### src/rtl/instr_register_ctrl.sv
// Arbitrates one writer and one reader onto the 32-entry instr_register as a FIFO; grant one cycle after a request is sampled, data two.
// Backpressure: requests are held until granted; writes stall while full, reads stall while empty, and flush pre-empts both.
module instr_register_ctrl #(
    parameter int DEPTH  = 32,
    parameter int ADDR_W = 5,
    parameter int OPC_W  = 4,
    parameter int OPND_W = 32,
    parameter int RES_W  = 64,
    parameter int IW_W   = OPC_W + 2*OPND_W + RES_W
) (
    input  logic              clk,
    input  logic              reset,
    input  logic              wr_req,
    input  logic [OPC_W-1:0]  wr_opcode,
    input  logic [OPND_W-1:0] wr_op_a,
    input  logic [OPND_W-1:0] wr_op_b,
    output logic              wr_gnt,
    input  logic              rd_req,
    output logic              rd_gnt,
    output logic              rd_valid,
    output logic [OPC_W-1:0]  rd_opcode,
    output logic [OPND_W-1:0] rd_op_a,
    output logic [OPND_W-1:0] rd_op_b,
    output logic [RES_W-1:0]  rd_result,
    input  logic              flush_req,
    output logic              flush_busy,
    output logic [ADDR_W:0]   count,
    output logic              full,
    output logic              empty,
    output logic              reg_reset_n,
    output logic              load_en,
    output logic [OPC_W-1:0]  opcode,
    output logic [OPND_W-1:0] operand_a,
    output logic [OPND_W-1:0] operand_b,
    output logic [ADDR_W-1:0] write_pointer,
    output logic [ADDR_W-1:0] read_pointer,
    input  logic [IW_W-1:0]   instruction_word
);

    typedef enum logic [1:0] {S_IDLE, S_WRITE, S_READ, S_FLUSH} state_t;

    state_t              state_q, state_d;
    logic [ADDR_W-1:0]   wp_q, wp_d, rp_q, rp_d;
    logic [ADDR_W:0]     count_q, count_d;
    logic                last_wr_q, last_wr_d;
    logic                flush_q, flush_d, flush_cnt_q, flush_cnt_d;
    logic                wr_gnt_q, wr_gnt_d, rd_gnt_q, rd_gnt_d;
    logic                rd_valid_q, rd_valid_d, load_en_q, load_en_d;
    logic [OPC_W-1:0]    opcode_q, opcode_d, rd_opcode_q, rd_opcode_d;
    logic [OPND_W-1:0]   opa_q, opa_d, opb_q, opb_d;
    logic [OPND_W-1:0]   rd_op_a_q, rd_op_a_d, rd_op_b_q, rd_op_b_d;
    logic [RES_W-1:0]    rd_result_q, rd_result_d;
    logic [ADDR_W-1:0]   write_pointer_q, write_pointer_d, read_pointer_q, read_pointer_d;
    logic                wr_ok, rd_ok;

    assign full  = (count_q == (ADDR_W+1)'(DEPTH));
    assign empty = (count_q == '0);
    assign wr_ok = wr_req && !full;
    assign rd_ok = rd_req && !empty;

    always_comb begin
        state_d         = state_q;
        wp_d            = wp_q;
        rp_d            = rp_q;
        count_d         = count_q;
        last_wr_d       = last_wr_q;
        flush_d         = flush_q;
        flush_cnt_d     = flush_cnt_q;
        wr_gnt_d        = 1'b0;
        rd_gnt_d        = 1'b0;
        rd_valid_d      = 1'b0;
        load_en_d       = 1'b0;
        opcode_d        = opcode_q;
        opa_d           = opa_q;
        opb_d           = opb_q;
        rd_opcode_d     = rd_opcode_q;
        rd_op_a_d       = rd_op_a_q;
        rd_op_b_d       = rd_op_b_q;
        rd_result_d     = rd_result_q;
        write_pointer_d = write_pointer_q;
        read_pointer_d  = read_pointer_q;
        case (state_q)
            S_IDLE: begin
                if (flush_req) begin
                    state_d     = S_FLUSH;
                    flush_d     = 1'b1;
                    flush_cnt_d = 1'b0;
                // Round-robin: a contested write only wins if the previous grant went to the reader.
                end else if (wr_ok && (!rd_ok || !last_wr_q)) begin
                    state_d         = S_WRITE;
                    wr_gnt_d        = 1'b1;
                    load_en_d       = 1'b1;
                    opcode_d        = wr_opcode;
                    opa_d           = wr_op_a;
                    opb_d           = wr_op_b;
                    write_pointer_d = wp_q;
                end else if (rd_ok) begin
                    state_d        = S_READ;
                    rd_gnt_d       = 1'b1;
                    read_pointer_d = rp_q;
                end
            end
            S_WRITE: begin
                wp_d      = wp_q + ADDR_W'(1);
                count_d   = count_q + (ADDR_W+1)'(1);
                last_wr_d = 1'b1;
                state_d   = S_IDLE;
            end
            S_READ: begin
                rd_opcode_d = instruction_word[IW_W-1 -: OPC_W];
                rd_op_a_d   = instruction_word[2*OPND_W+RES_W-1 -: OPND_W];
                rd_op_b_d   = instruction_word[OPND_W+RES_W-1 -: OPND_W];
                rd_result_d = instruction_word[RES_W-1:0];
                rd_valid_d  = 1'b1;
                rp_d        = rp_q + ADDR_W'(1);
                count_d     = count_q - (ADDR_W+1)'(1);
                last_wr_d   = 1'b0;
                state_d     = S_IDLE;
            end
            S_FLUSH: begin
                if (flush_cnt_q) begin
                    flush_d         = 1'b0;
                    wp_d            = '0;
                    rp_d            = '0;
                    count_d         = '0;
                    write_pointer_d = '0;
                    read_pointer_d  = '0;
                    state_d         = S_IDLE;
                end else begin
                    flush_cnt_d = 1'b1;
                end
            end
            default: state_d = S_IDLE;
        endcase
    end

    always_ff @(posedge clk or posedge reset) begin
        if (reset) begin
            state_q         <= S_IDLE;
            wp_q            <= '0;
            rp_q            <= '0;
            count_q         <= '0;
            last_wr_q       <= 1'b0;
            flush_q         <= 1'b0;
            flush_cnt_q     <= 1'b0;
            wr_gnt_q        <= 1'b0;
            rd_gnt_q        <= 1'b0;
            rd_valid_q      <= 1'b0;
            load_en_q       <= 1'b0;
            opcode_q        <= '0;
            opa_q           <= '0;
            opb_q           <= '0;
            rd_opcode_q     <= '0;
            rd_op_a_q       <= '0;
            rd_op_b_q       <= '0;
            rd_result_q     <= '0;
            write_pointer_q <= '0;
            read_pointer_q  <= '0;
        end else begin
            state_q         <= state_d;
            wp_q            <= wp_d;
            rp_q            <= rp_d;
            count_q         <= count_d;
            last_wr_q       <= last_wr_d;
            flush_q         <= flush_d;
            flush_cnt_q     <= flush_cnt_d;
            wr_gnt_q        <= wr_gnt_d;
            rd_gnt_q        <= rd_gnt_d;
            rd_valid_q      <= rd_valid_d;
            load_en_q       <= load_en_d;
            opcode_q        <= opcode_d;
            opa_q           <= opa_d;
            opb_q           <= opb_d;
            rd_opcode_q     <= rd_opcode_d;
            rd_op_a_q       <= rd_op_a_d;
            rd_op_b_q       <= rd_op_b_d;
            rd_result_q     <= rd_result_d;
            write_pointer_q <= write_pointer_d;
            read_pointer_q  <= read_pointer_d;
        end
    end

    // The register is held in reset both by the global reset and for the two flush cycles.
    assign reg_reset_n   = ~(reset | flush_q);
    assign flush_busy    = flush_q;
    assign count         = count_q;
    assign wr_gnt        = wr_gnt_q;
    assign rd_gnt        = rd_gnt_q;
    assign rd_valid      = rd_valid_q;
    assign load_en       = load_en_q;
    assign opcode        = opcode_q;
    assign operand_a     = opa_q;
    assign operand_b     = opb_q;
    assign rd_opcode     = rd_opcode_q;
    assign rd_op_a       = rd_op_a_q;
    assign rd_op_b       = rd_op_b_q;
    assign rd_result     = rd_result_q;
    assign write_pointer = write_pointer_q;
    assign read_pointer  = read_pointer_q;

endmodule

### config.mk
export PLATFORM = sky130hd
export DESIGN_NAME = instr_register_ctrl
export DESIGN_NICKNAME = d
export VERILOG_FILES = /design/src/rtl/instr_register_ctrl.sv
export SDC_FILE = /design/constraint.sdc
export NUM_CORES = 1
export LEC_CHECK = 0
export CAP_MARGIN = 30
export CORE_ASPECT_RATIO = 0.5
export CORE_MARGIN = 2
export CORE_UTILIZATION = 38
export DETAILED_ROUTE_END_ITERATION = 8
export PLACE_DENSITY = 0.77
export SYNTH_ARGS = -nofsm -noshare
export SYNTH_HDL_FRONTEND = slang
export SYNTH_SLANG_ARGS = --single-unit
### constraint.sdc
create_clock -name clk -period 8.4 [get_ports clk]
set_clock_uncertainty 0.2 [all_clocks]
set_input_delay 1.26 -clock clk [delete_from_list [all_inputs] [get_ports clk]]
set_output_delay 1.26 -clock clk [all_outputs]
set_load 0.05 [all_outputs]
After elaboration in Yosys (flattened, before gate mapping). Index checks and enable logic that the tools add are counted.

Register bits after elaboration: 234. Bits in latches: 0. Memory bits (writable): 0. ROM bits: 0. Word-level logic and storage cells: 93. Memories: 0.

Add/sub/neg operators: 4. Multipliers: 0. Div/mod/pow operators: 0. Magnitude comparators: 0. Eq/ne operators: 11. Shifts and indexed selects: 0. Muxes and demuxes: 31. Bitwise operators: 3. Reduce and logical (&&, ||, !) cells: 25.

Operators with widths (count): $pmux W5 S2 (4); $mux W5 (6); $pmux W6 S3 (1); $ne A2 B2 Y1 const B (6); $mux W1 (11); $add A5 B1 Y5 const B (2); $reduce_and A2 Y1 (5); $mux W2 (4); $reduce_bool A2 Y1 (4); $add A6 B1 Y6 const B (1); $eq A6 B6 Y1 const B (1); $logic_not A6 Y1 (1); $mux W6 (1); $pmux W1 S2 (3); $pmux W2 S3 (1); $reduce_and A3 Y1 (2); $sub A6 B1 Y6 const B (1); $reduce_and A5 Y1 (1); $eq A2 B2 Y1 const B (2); $logic_not A1 Y1 (4); $ne A4 B4 Y1 const B (1); $reduce_and A4 Y1 (1); $logic_and A1 B1 Y1 (3); $reduce_bool A3 Y1 (1); other kinds (6) (7).

Depth between registers and ports, before layout.
Word-level depth: 9. Mapped depth: 10. Gate-level depth less buffers: 9.

Worst setup path after synthesis. No wires, ideal clock.

Path kind: input to output. Start: input reset. End: output reg_reset_n. Data arrival time: 1.905 ns. Data required time: 6.940 ns. Setup slack: 5.035 ns. Cell stages on the path: 1. Path buffers: 0. Cell sequence: nor2_1.

Longest elaborated chain between the ends: 2.

Ends and longest elaborated chain: start: declaration (line 12) `input logic reset,`; $or A1 B1 Y1 (line 184) `assign reg_reset_n = ~(reset | flush_q);`; $not A1 Y1 (line 184); end: declaration (line 30) `output logic reg_reset_n,`.

Every way passes these cells.

Final worst setup path. Ends and elaborated chain as after synthesis.

==> flow_summary.yaml <==
timing:
  fmax_ghz: 0.240
  worst_pin_slew_ns: 0.835
  final_max_slew_viol_count: 0
  slew_headroom_pct: 44.3
  post-route-period-util_pct: 49.5
  setup_tns_ns: 0
  rsz0062_at_grt: "false"
  setup_slack_ns: 4.24
  setup_viol: 0
  final_hold_viol_count: 0
  post-route-min-period_ns: 4.16
setup_path:
  cpPeakStageDelay_ns: 0.80
  cp-end-kind: "output pin"
  crit_type: "in -> out"
  cpMostUsedCell: "clkdlybuf4s50_1"
  crit_required_ns: 6.94
  cp_slowest_cell: "clkdlybuf4s50_1"
  cp.arrival_ns: 2.70
  cp.buffers_inverters: 2
  worstPathCellList: "clkdlybuf4s50_1, nor2_1, clkdlybuf4s50_1"
  cpLargestDelayFamily: "buffers and inverters"
  crit_fanout: 2
  cp-start-kind: "input pin"
placed_design:
  dpl.hpwl_mm: 20.1
  pre_cts_slack_ns: 3.94
  dp.cells: 1357
  place_congestion: 0.843
  post_dp_cell_area_sq_um: 14200
  portBuffers: 428
run_status:
  status: "complete, no violations"
global_route:
  grt_pass1_wl_mm: 40.4
  grt.overflow.total: 0
  grt_max_degree: 88
  grt_use_total_pct: 19.4
  antenna_found_initial: 0
  grt_pass1_vias: 6962
cts:
  cts_resized: 0
  clockBufferDepth: 3
  cts_tree: "built"
  cts_setup_buffers: 0
  path_clk_slew_ns: 0.06
  cts_max_level: 1
  clock_latency_ns: 0.51
  cts.sink_count: 234
  clockRootBuffer: "clkbuf_16"
  cts_inserted_buffers: 22
  holdBufCountCts: 0
logic_synthesis:
  synth_area_leader_cell: "dfrtp_1"
  ys_warn_count: 0
  syn_avg_cell_area_sq_um: 15.6
  ys_types: 52
  synth_area_leaders: "dfrtp_1 (61%), mux2_2 (17%), mux2_4 (8.5%)"
  ys_seq_area_share_pct: 61.1
  synth_cells: 613
  ys.flop_type: "dfrtp_1"
  synth_edf_count: 0
  ys_ff_latch: 234
  synth.top_cell.area_share_pct: 61.1
  async_reset_ff_share_pct: 100
  synth_area_sq_um: 9590
  syn-num-nets: 829
cells_and_area:
  multi_input_area_sq_um: 3500
  num-fill-cells: 1972
  fin_area_sq_um: 15000
  stdcell_count: 1398
  drive_above_1_share_pct: 24.4
  layout.nets: 1257
  syn2layout_area_growth_pct: 56.6
  ff_latch_area_sq_um: 5860
  antenna_cells: 0
floorplanning:
  die_h_um: 116
  die_w_um: 229
  core_region_area_sq_um: 25000
  io_pins: 429
  initial_core_util_pct: 38.4
  die_area_sq_um: 26600
  core.rowCount: 41
job:
  drv_cap: 0
drt:
  wire_per_inst_um: 19.4
  ant_nets: 0
  drcViolationCount: 0
  vias_per_cell: 4.80
  drt_iter0_markers: 306
  drt-pass1-iter-count: 4
  drt-total-wl_mm: 27.1
  vias: 6712
worst_hold_path:
  hp-class: "reg -> reg"
==> worst paths after layout <==
path,start,to,slack [ns],depth (start not counted)
max,reset,reg_reset_n,4.24,3
min,rd_result[5]$_DFFE_PP0N_,rd_result[5]$_DFFE_PP0N_,0.30,1
max reg2reg,state_q[0]$_DFFE_PP0P_,opcode[0]$_DFFE_PP0P_,4.90,7
min reg2reg,rd_result[5]$_DFFE_PP0N_,rd_result[5]$_DFFE_PP0N_,0.30,1
max in group asynchronous,reset,rd_op_b[31]$_DFFE_PP0N_,5.93,4
min in group asynchronous,reset,operand_b[16]$_DFFE_PP0P_,1.08,2
==> synthesized netlist by cell type, drive strengths merged, types with 3 or more instances <==
| cell | count |
|---|---|
| dfrtp | 234 |
| mux2 | 201 |
| buf | 21 |
| nand2 | 17 |
| clkbuf | 12 |
| ha | 11 |
| o21ai | 11 |
| o2bb2ai | 10 |
| a22oi | 9 |
| inv | 9 |
| nor2 | 9 |
| a21oi | 7 |
| xor2 | 5 |
| a22o | 4 |
| mux2i | 4 |
| nand4 | 4 |
| o22ai | 4 |
| o31ai | 4 |
| xnor2 | 4 |
| nand2b | 3 |
| nor4 | 3 |
==> cells in the final DEF (no fill, tap or decap), drive strengths merged, types with 2 or more instances in the layout <==
cell / n
nor2: 9
xnor2: 4
o21ai: 11
nor3b: 2
a22o: 4
ha: 11
bufinv: 2
dfrtp: 234
xor2: 5
clkdlybuf4s50: 428
a211oi: 2
a2111oi: 2
o22ai: 4
a21o: 2
nand4: 4
nand2: 17
inv: 9
o211ai: 2
mux2: 201
nor4: 3
clkbuf: 33
o31ai: 4
a21oi: 7
o2bb2ai: 10
nor3: 2
a22oi: 9
mux2i: 4
nand2b: 3
buf: 9
==> area by class of cell <==
cell class,count,area share (%)
repair buffers,437,29.6
clock buffers,33,4.49
multi-input cells,337,23.3
inverters,9,0.275
well taps,344,2.87
clock inverters,4,0.484
flip-flops and latches,234,39.0
==> sequential cells by signal, summed over array words and instances (netlist names), 6 cells and up <==
register	cells
rd_result	64
rd_op_a	32
operand_b	32
operand_a	32
count	6
rd_op_b	32
==> routing by layer <==
metal	wire length [um]	vias to the layer above	track usage (%)	part of all wire [%]
met5	0	-	0	0
met4	687	0	5.62	2.5
met1	10800	3459	23.8	40
li1	-	3057	-	-
met3	1050	44	3.96	3.9
met2	14600	152	35.0	54
==> cell families (layout without fill, tap and decap cells) <==
group / after synthesis / count (layout) / share of synthesized area [%]
flip-flops: 234 / 234 / 61.1
buffers and inverters: 42 / 483 / 2.54
AO/OA/AOI/OAI: 62 / 62 / 4.80
multiplexers: 205 / 205 / 26.1
XOR/XNOR: 9 / 9 / 0.822
AND/OR/NAND/NOR: 50 / 50 / 3.17
adder cells (fa/ha/maj): 11 / 11 / 1.44
==> through the flow <==
step | utilization (%) | hold slack (ns)
2_1_floorplan | - | 0.269
3_3_place_gp | 56.6 | 0.289
3_5_place_dp | 56.7 | 0.294
4_1_cts | 59.7 | 0.309
5_1_grt | 60.1 | 0.319
6_report | 60.1 | 0.305
Power is left out: the tool's default activity adds up to more than one toggle a clock period on the data nets, which glitch-free logic cannot reach.
